### config.mk
export PLATFORM = sky130hd
export DESIGN_NAME = shift_reg_univ
export DESIGN_NICKNAME = d
export VERILOG_FILES = /design/src/rtl/shift_reg_pkg.sv /design/src/rtl/shift_reg_burst_ctrl.sv /design/src/rtl/shift_reg_univ.sv
export SDC_FILE = /design/constraint.sdc
export NUM_CORES = 1
export LEC_CHECK = 0
export ABC_AREA = 1
export CORE_MARGIN = 4
export CORE_UTILIZATION = 53
export CTS_CLUSTER_SIZE = 8
export DETAILED_ROUTE_END_ITERATION = 12
export HOLD_SLACK_MARGIN = 0.08
export PLACE_DENSITY = 0.83
export SYNTH_ARGS = -nofsm -noshare
export SYNTH_HDL_FRONTEND = slang
export SYNTH_SLANG_ARGS = --single-unit
### constraint.sdc
create_clock -name clk -period 2.1 [get_ports clk]
set_clock_uncertainty 0.05 [all_clocks]
set_input_delay 0.42 -clock clk [delete_from_list [all_inputs] [get_ports clk]]
set_output_delay 0.42 -clock clk [all_outputs]
set_load 0.01 [all_outputs]
### src/rtl/shift_reg_pkg.sv
// shift_reg_pkg: mode/state encodings and helpers shared by the universal shift register
package shift_reg_pkg;
  typedef enum logic [2:0] {
    HOLD = 3'b000,
    SHR  = 3'b001,
    SHL  = 3'b010,
    ROR  = 3'b011,
    ROL  = 3'b100,
    ASR  = 3'b101,
    LOAD = 3'b110,
    CLR  = 3'b111
  } mode_t;
  typedef enum logic [1:0] {IDLE, RUN, DONE} state_t;
  function automatic logic is_shift_mode(input mode_t m);
    return m inside {SHR, SHL, ROR, ROL, ASR};
  endfunction
endpackage

### src/rtl/shift_reg_burst_ctrl.sv
// shift_reg_burst_ctrl: burst FSM and shift counter selecting the mode the datapath applies
module shift_reg_burst_ctrl
  import shift_reg_pkg::*;
#(
  parameter int BURST_LEN = 4
) (
  input  logic  clk,
  input  logic  rst,
  input  logic  en,
  input  logic  start,
  input  mode_t mode,
  output mode_t eff_mode,
  output logic  shift_en,
  output logic  busy,
  output logic  done
);
  localparam int CNT_W = $clog2(BURST_LEN + 1);
  state_t state;
  mode_t bmode;
  logic [CNT_W-1:0] count;
  logic accept, last;
  // the accepting edge is shift 1, so RUN performs BURST_LEN-1 further shifts
  assign accept = state == IDLE && en && start && is_shift_mode(mode);
  assign last = int'(count) + 2 >= BURST_LEN;
  always_comb begin
    eff_mode = state == RUN ? bmode : mode;
    shift_en = en && state != DONE;
  end
  always_ff @(posedge clk or posedge rst) begin
    if (rst) begin
      state <= IDLE;
      bmode <= HOLD;
      count <= '0;
      busy  <= 1'b0;
      done  <= 1'b0;
    end else begin
      case (state)
        IDLE: if (accept) begin
          bmode <= mode;
          count <= '0;
          state <= BURST_LEN == 1 ? DONE : RUN;
          busy  <= BURST_LEN != 1;
          done  <= BURST_LEN == 1;
        end
        RUN: if (en) begin
          count <= count + CNT_W'(1);
          if (last) begin
            state <= DONE;
            busy  <= 1'b0;
            done  <= 1'b1;
          end
        end
        DONE: begin
          state <= IDLE;
          count <= '0;
          done  <= 1'b0;
        end
        default: state <= IDLE;
      endcase
    end
  end
endmodule

### src/rtl/shift_reg_univ.sv
// shift_reg_univ: parametrised universal shift register with autonomous burst shifting
module shift_reg_univ
  import shift_reg_pkg::*;
#(
  parameter int WIDTH     = 4,
  parameter int BURST_LEN = WIDTH
) (
  input  logic             clk,
  input  logic             rst,
  input  logic             en,
  input  logic [2:0]       mode,
  input  logic             sin_r,
  input  logic             sin_l,
  input  logic [WIDTH-1:0] pin,
  input  logic             start,
  output logic [WIDTH-1:0] q,
  output logic             sout_r,
  output logic             sout_l,
  output logic             busy,
  output logic             done
);
  mode_t eff_mode;
  logic shift_en;
  logic [WIDTH-1:0] nxt;
  shift_reg_burst_ctrl #(.BURST_LEN(BURST_LEN)) u_ctrl (
    .clk      (clk),
    .rst      (rst),
    .en       (en),
    .start    (start),
    .mode     (mode_t'(mode)),
    .eff_mode (eff_mode),
    .shift_en (shift_en),
    .busy     (busy),
    .done     (done)
  );
  always_comb begin
    nxt = q;
    case (eff_mode)
      SHR:     nxt = {sin_r, q[WIDTH-1:1]};
      SHL:     nxt = {q[WIDTH-2:0], sin_l};
      ROR:     nxt = {q[0], q[WIDTH-1:1]};
      ROL:     nxt = {q[WIDTH-2:0], q[WIDTH-1]};
      ASR:     nxt = {q[WIDTH-1], q[WIDTH-1:1]};
      LOAD:    nxt = pin;
      CLR:     nxt = '0;
      default: nxt = q;
    endcase
  end
  always_ff @(posedge clk or posedge rst) begin
    if (rst) q <= '0;
    else if (shift_en) q <= nxt;
  end
  assign sout_r = q[0];
  assign sout_l = q[WIDTH-1];
endmodule

# Word level (Yosys, flattened, before mapping)
# Index checks and enable logic that the tools add are counted.
# totals
regBits	14
latchBits	0
mem_bits_rw	0
rom_bits	0
input_bits	13
out_inout_bits	8
word_cells	63
memories	0
# op_classes
add_sub_neg	2
multipliers	0
div	0
magnitude_cmp	1
eq_ne	18
shifts	0
muxes	17
n_bitwise	1
n_reduce_logical	17
# ops
cell	n
$ge 32x4->1 const B	1
$pmux 4 s7	1
$eq 3x3->1 const B	6
$eq 3x2->1 const B	4
$mux 3	3
$pmux 3 s3	1
$reduce_and 3->1	3
$reduce_and 4->1	2
$reduce_bool 7->1	1
$eq 3x1->1 const B	2
$mux 1	6
$mux 2	3
$reduce_bool 6->1	1
$reduce_bool 5->1	1
$add 3x2->4 const B	1
$logic_and 1x1->1	4
$ne 2x1->1 const B	2
$ne 2x2->1 const B	2
$pmux 2 s2	1
$reduce_and 2->1	2
$add 3x1->3 const B	1
$pmux 1 s3	1
$reduce_bool 3->1	1
$eq 2x1->1 const B	1
5 further kinds	5

# Depth between registers and ports, before layout
# Gate-level depths: netlist of run 1.
# logic_depth
depth_word	6
depth_mapped	11
depth_no_buf	11

# By module
# From an unflattened synthesis of run 1, not the netlist that was laid out.
# hier_totals
hier_cells	140
area_unflattened_um2	949.7
# modules_own_cells
module	n_inst	cells_per_inst	area_per_inst_um2	seq_area_each_um2
shift_reg_burst_ctrl	1	74	568.0	250.2
shift_reg_univ	1	66	381.6	100.1

# Worst setup path before layout of run 1
# No wires, ideal clock.
# synth_path
path_kind	reg-to-reg
from	register u_ctrl.state[1]
to	register q[2]
setup_ps	117
t_arrival_ps	1167
required_ps	1933
path_slack_ps	767
path_stages_with_launch	11
path_buffers	0
synth_period_minus_slack_ps	1333
cell_sequence	dfrtp_1 -> inv_4 -> nand3_1 -> nand2_4 -> nand2_4 -> nand2_2 -> nand2_2 -> nand2_1 -> nand2_1 -> nor2_1 -> nor2_1
# synth_between
elab_chain_cells	5
word_cells_on_any_way	14
cone_classes	eq/ne (9); mux (2); reduce/logical (3)
# synth_rtl
item	line_no	rtl
start: declaration	shift_reg_burst_ctrl.sv:18	state_t state;
start signal: assignment	shift_reg_burst_ctrl.sv:41	state <= BURST_LEN == 1 ? DONE : RUN;
$eq 2x1->1	shift_reg_burst_ctrl.sv:26	eff_mode = state == RUN ? bmode : mode;
$mux 3	shift_reg_burst_ctrl.sv:26	
$eq 3x3->1 (tied with other cells)	shift_reg_univ.sv:38	case (eff_mode)
$reduce_bool 7->1 (no line)	--	
$reduce_and 2->1 (no line)	--	
end signal: assignment	shift_reg_univ.sv:51	else if (shift_en) q <= nxt;
end: declaration	shift_reg_univ.sv:16	output logic [WIDTH-1:0] q,
# Parallel ways exist; a longest one is shown, timed or not.
# A chain may end at the register's enable or synchronous reset.

# Final worst setup path of run 1
# layout_path
from	register q[3]
to	output port sout_l
# layout_lines
item	line_no	rtl
end: declaration	shift_reg_univ.sv:18	output logic sout_l,
# No word-level cell between the ends.

==> reports/metrics.cfg, run 1 <==
[run_status]
status=complete, no violations

[timing]
maxSlewHeadroom=0.649
final_hold_viol_count=0
tightest_slew_ns=0.526
fin_crit_ns=1.74
holdWs_ns=0.409
drv_slew=0
setup_viol=0
rsz0062_at_grt=no
max_freq_ghz=0.575
finalCritPeriodShare=0.829
tns_ns=0

[synth]
synth_top_area_frac=0.355
postSynthCellCount=131
mappedNetlistArea_um2=987
synthTopCellsByCount=nand2_1 (40), nor2_1 (16), dfrtp_1 (14), nand3_1 (10), nand2_2 (9)
ys_seq_area_frac=0.355
synth_xor_area_frac=0.00887
synth_compound_area_frac=0.0634
synth-edff-count=0
synthTopCellsByArea=dfrtp_1 (35%), nand2_1 (15%), nor2_1 (6.1%), nand2_2 (5.7%), nand3_1 (5.1%)
synthAdderAreaFrac=0.0127
syn_avg_cell_area_um2=7.54
ys_ff_latch=14
ys_warn_count=0
yosys.area_share.simple=0.490
synth.largest_area_cell=dfrtp_1
synth_top_family_by_area=simple AND/OR/NAND/NOR gates
syn_nets=145
synth.most_common_cell=nand2_1
synth.area.mux_share=0
async_reset_ff_frac=1.00
ys.flop_type=dfrtp_1
yosysUniqueCellTypes=24

[setup_path]
rrSetupSlack_ns=0.46
cp_top_family=buffers and inverters
path_cells=clkdlybuf4s50_1
crit_path_max_incr_delay_ns=0.57
critPathLaunchType=flop
crit_buf_inv=1
crit_arrival_ns=1.27
cp_max_fo=5
criticalPathCategory=flop to primary output
cp-end-kind=primary output
cp.required_ns=1.63
slowest_stage=clkdlybuf4s50_1

[floorplan]
die_w_um=51.2
io_pins=21
rows=15
initial_core_util=0.566
coreArea_mm2=0.00175
die-area_mm2=0.00262
chipHeight_um=51.2

[power_and_ir_drop]
combPwrFrac=0.605
p_sw_mw=0.888
power.total_mw=1.85
power_leakage_nw=0.612
pwr-share-seq=0.289
power_density_mw_per_mm2=1500
max-vdd-ir-drop_v=0.000947
p_sw_frac=0.480
p_int_mw=0.961
power.share.clock=0.106

[cells_and_area]
layout-drive-gt1-share=0.191
finalNetCount=167
syn_to_final_growth_pct=24.5
fin_area_mm2=0.00123
diodes=0

[clock_tree]
cts_buffers=3
cts_hold_buffers=0
clock_path_buffers=2
cts.repair.resized=0
tritoncts=yes
ctsRootBufferMaster=clkbuf_4
postCtsSetupBuffers=0
cts.sinks=14
clock_latency_ns=0.29
h-tree-depth=1
cts.clk_slew.worst_paths_ns=0.09

[route]
vias_per_cell=5.05
drt_wl_total_um=2010
post_drt_wl_per_cell_um=11.4
drt_first_pass_iters=4
drtAntennaViolNets=0
dr_total_vias=894
drt_iter0_drc=13
drcViolationCount=0

[global_routing]
gr-total-overflow=0
antenna_found_initial=0
grt_max_degree=15
grt_use_total=0.172
grt_pass1_wl_um=3410
first_global_vias=830

[hold_path]
hold_path_class=primary input to asynchronous set/reset pin

[placement]
place_area_mm2=0.00119
io_buffers=20
dp_hpwl_um=1600
gp_congestion=0.834

[job]
maxCapViolations=0

## cell type report
class	count	area [µm²]
clock buffers	4	36.3
multi-input cells	104	568
fillers	135	517
well taps	25	31.3
inverters	10	42.5
flip-flops and latches	14	350
repair buffers	20	200
## sequential cells by signal, indices dropped and copies added, names as in the netlist
register      count
q                 4
u_ctrl.bmode      3
u_ctrl.busy       1
u_ctrl.count      3
u_ctrl.done       1
u_ctrl.state      2
## power groups by stage
stage                     combinational, mW  sequential [mW]  clock, mW
after global placement                 1.10            0.532          0
final                                  1.12            0.534      0.195
after detailed placement               1.12            0.542          0
after global routing                   1.24            0.552      0.214
after floorplan                       0.874            0.506          0
after CTS                              1.13            0.534      0.203
## metrics by stage
| stage | util | cells | setup slack, ns |
|---|---|---|---|
| 5_1_grt | 0.704 | 177 | 0.305 |
| 3_5_place_dp | 0.683 | 173 | 0.186 |
| 4_1_cts | 0.704 | 177 | 0.346 |
| 3_3_place_gp | 0.683 | 173 | 0.221 |
| 2_1_floorplan | - | 131 | 0.767 |
| 6_report | 0.704 | 177 | 0.360 |
## final timing paths
path | from | end | depth (start not counted)
min in group clk | u_ctrl.busy | u_ctrl.busy | 2
max in group asynchronous | rst | u_ctrl.count[2] | 2
max reg2reg | u_ctrl.state[0] | q[0] | 9
min reg2reg | u_ctrl.busy | u_ctrl.busy | 2
min | rst | u_ctrl.bmode[0] | 2
max | q[3] | sout_l | 1
## cells in the final DEF, fill, tap and decap left out, types with 4 or more instances in the layout
master	netlist	routed
nand2_1	40	40
o21ai_0	4	4
o21ai_1	4	4
nand3_2	5	5
nor2_1	16	16
nand2_4	4	4
inv_1	7	7
nand3_1	10	10
dfrtp_1	14	14
clkdlybuf4s50_1	0	20
nand2_2	9	9
## cell families after synthesis
logic type               after synthesis
AND/OR/NAND/NOR                       91
flip-flops                            14
buffers and inverters                 13
AO/OA/AOI/OAI                         11
XOR/XNOR                               1
adder cells (fa/ha/maj)                1
## metal layers
metal  wire length, µm  part of all wire  GRT usage
met4                26             0.013     0.0673
met5                 0                 0          0
met1               886              0.44      0.203
met3               114             0.057     0.0292
met2               984              0.49      0.305
No activity file was read; power rests on OpenSTA's default activity.
==> inputs of run 2 (changes only) <==
--- a/config.mk
+++ b/config.mk
@@ -7,11 +7,11 @@
 export LEC_CHECK = 0
 export ABC_AREA = 1
 export CORE_MARGIN = 4
-export CORE_UTILIZATION = 53
+export CORE_UTILIZATION = 45
 export CTS_CLUSTER_SIZE = 8
 export DETAILED_ROUTE_END_ITERATION = 12
 export HOLD_SLACK_MARGIN = 0.08
-export PLACE_DENSITY = 0.83
+export PLACE_DENSITY = 0.75
 export SYNTH_ARGS = -nofsm -noshare
 export SYNTH_HDL_FRONTEND = slang
 export SYNTH_SLANG_ARGS = --single-unit
==> constraint.sdc (replaced) <==
create_clock -name clk -period 1.45 [get_ports clk]
set_clock_uncertainty 0.05 [all_clocks]
set_input_delay 0.29 -clock clk [delete_from_list [all_inputs] [get_ports clk]]
set_output_delay 0.29 -clock clk [all_outputs]
set_load 0.01 [all_outputs]
==> reports/metrics.cfg, run 2 (synthesized netlist as in run 1, its figures left out) <==
[route]
vias_per_cell=4.91  ; was 5.05
drtAntennaViolNets=0  ; unchanged
post_drt_wl_per_cell_um=12.2  ; was 11.4 µm
drt_iter0_drc=26  ; was 13
drt_wl_total_um=2430  ; was 2010 µm
drcViolationCount=0  ; unchanged
drt_first_pass_iters=4  ; unchanged
dr_total_vias=978  ; was 894

[floorplan]
chipHeight_um=54.8  ; was 51.2 µm
io_pins=21  ; unchanged
coreArea_mm2=0.00202  ; was 0.00175 mm²
initial_core_util=0.488  ; was 0.566
die-area_mm2=0.00301  ; was 0.00262 mm²
die_w_um=54.8  ; was 51.2 µm
rows=16  ; was 15

[setup_path]
cp.required_ns=1.57  ; was 1.63 ns
slowest_stage=dfrtp_2  ; was clkdlybuf4s50_1
cp-startpoint=u_ctrl.state[0]  ; was q[3]
cp_max_fo=7  ; was 5
crit_path_max_incr_delay_ns=0.45  ; was 0.57 ns
crit_arrival_ns=1.59  ; was 1.27 ns
reg2reg_depth=11  ; was 9
criticalPathCategory=flop to flop  ; was flop to primary output
cp-end-kind=flop  ; was primary output
reg2reg_from=u_ctrl.state[0]  ; unchanged
cp_common_cell=nand2_4
path_cells=buf_12, nand2_8, nand2_4, nand2_4, nand2_4, nand2_2, nand2_2, nand2_1, nand2_1, nor2_1, nor2_1  ; was clkdlybuf4s50_1
critPathLaunchType=flop  ; unchanged
r2r_end=q[2]  ; was q[0]
rrSetupSlack_ns=-0.02  ; was 0.46 ns

[job]
maxCapViolations=0  ; unchanged

[power_and_ir_drop]
power.total_mw=3.07  ; was 1.85 mW
power_leakage_nw=0.742  ; was 0.612 nW
max-vdd-ir-drop_v=0.00158  ; was 0.000947 V
power_density_mw_per_mm2=2150  ; was 1500 mW/mm²

[cells_and_area]
fin_area_mm2=0.00142  ; was 0.00123 mm²
finish.utilization=0.704  ; about the same
diodes=0  ; unchanged
largest_reg_flops=4  ; unchanged
final_cell_mix=nand2_1 (38), buf_4 (19), nor2_1 (16)  ; was nand2_1 (40), clkdlybuf4s50_1 (20), nor2_1 (16)
final_common_cell=nand2_1  ; unchanged
finalNetCount=188  ; was 167
fill_cells=169  ; was 135
largest_register=q  ; unchanged
largestRegisters=q x4, u_ctrl.bmode x3, u_ctrl.count x3  ; unchanged
final_cells=199  ; was 177
syn_to_final_growth_pct=44.1  ; was 24.5%
layout-drive-gt1-share=0.314  ; was 0.191

[global_routing]
first_global_vias=871  ; was 830
grt_pass1_wl_um=3730  ; was 3410 µm
grt_use_total=0.171  ; was 0.172
antenna_found_initial=0  ; unchanged
grt_max_degree=15  ; unchanged
gr-total-overflow=0  ; unchanged

[timing]
setup_viol=2  ; was 0
final_hold_viol_count=0  ; unchanged
maxSlewHeadroom=0.842  ; was 0.649
max_freq_ghz=0.682
finalCritPeriodShare=1.01
fin_crit_ns=1.47
setup_ws_ns=-0.0165  ; was 0.360 ns
tightest_slew_ns=0.236  ; was 0.526 ns
drv_slew=0  ; unchanged
tns_ns=-0.0196  ; was 0 ns
rsz0062_at_grt=yes  ; was no
holdWs_ns=0.256  ; was 0.409 ns

[placement]
io_buffers=20  ; unchanged
dp_cells=190  ; was 173
gp_congestion=0.806  ; was 0.834
place_area_mm2=0.00132  ; was 0.00119 mm²
dp_slack_ns=-0.244  ; was 0.186 ns
dp_hpwl_um=1750  ; was 1600 µm

[run_status]
status=finished with violations  ; was complete, no violations
violations=negative setup slack

[clock_tree]
tritoncts=yes  ; unchanged
ctsRootBufferMaster=clkbuf_4  ; unchanged
cts.sinks=14  ; unchanged
cts_hold_buffers=0  ; unchanged
h-tree-depth=1  ; unchanged
clock_path_buffers=2  ; unchanged
cts_buffers=3  ; unchanged
clock_latency_ns=0.27  ; was 0.29 ns
cts.clk_slew.worst_paths_ns=0.08  ; was 0.09 ns

[hold_path]
hold_path_class=primary input to asynchronous set/reset pin  ; unchanged

[run 2: changes by cell type in the layout (fill, tap and decap cells not counted), sizes merged]
| cell | change |
|---|---|
| dlygate4sd2 | +9 |
| clkbuf | -1 |
| buf | +21 |
| clkdlybuf4s50 | -9 |
[run 2: area by class of cell]
| cell class | instances | area (µm²) | area share |
|---|---|---|---|
| multi-input combinational | 104 | 607 | 0.427 |
| sequential | 14 | 352 | 0.247 |
| clock buffer | 3 | 22.5 | 0.0158 |
| tap | 27 | 33.8 | 0.0237 |
| timing repair buffer | 41 | 363 | 0.255 |
| inverter | 10 | 45.0 | 0.0317 |
[run 2: critical path: cells and delay by family (launching register included)]
kind | cells | cell delay (ns)
AND/OR/NAND/NOR | 10 | 0.73
buffers and inverters | 1 | 0.15
flip-flops | 1 | 0.45
[run 2: worst max-delay path by stage]
stage | endpoint | slack (ns) | cells past startpoint
5_1_grt | q[2] | -0.10 | 10
3_5_place_dp | q[3] | -0.24 | 10
6_report | q[2] | -0.02 | 11
2_1_floorplan | q[2] | 0.12 | 10
3_3_place_gp | q[3] | -0.23 | 10
4_1_cts | q[2] | -0.02 | 11
[run 2: per-layer routing]
layer / up-vias / global-route usage / share of wire
met4: 0 / 0.0622 / 0.012
met2: 22 / 0.299 / 0.51
met3: 4 / 0.0163 / 0.035
li1: 502 / - / -
met5: - / 0 / 0
met1: 450 / 0.215 / 0.44
[run 2: report_power, final]
group | total (mW) | internal (mW) | switching (mW)
Clock | 0.215 | 0.0960 | 0.119
Sequential | 0.726 | 0.571 | 0.155
Combinational | 2.12 | 0.959 | 1.17
[run 2: what timing repair did]
item | CTS | global route
endpoints found under the setup margin | 10 | 12
pin swaps | 1 | 7
resized for setup | 13 | 9
setup buffers | 3 | 3
gates cloned | 0 | 0
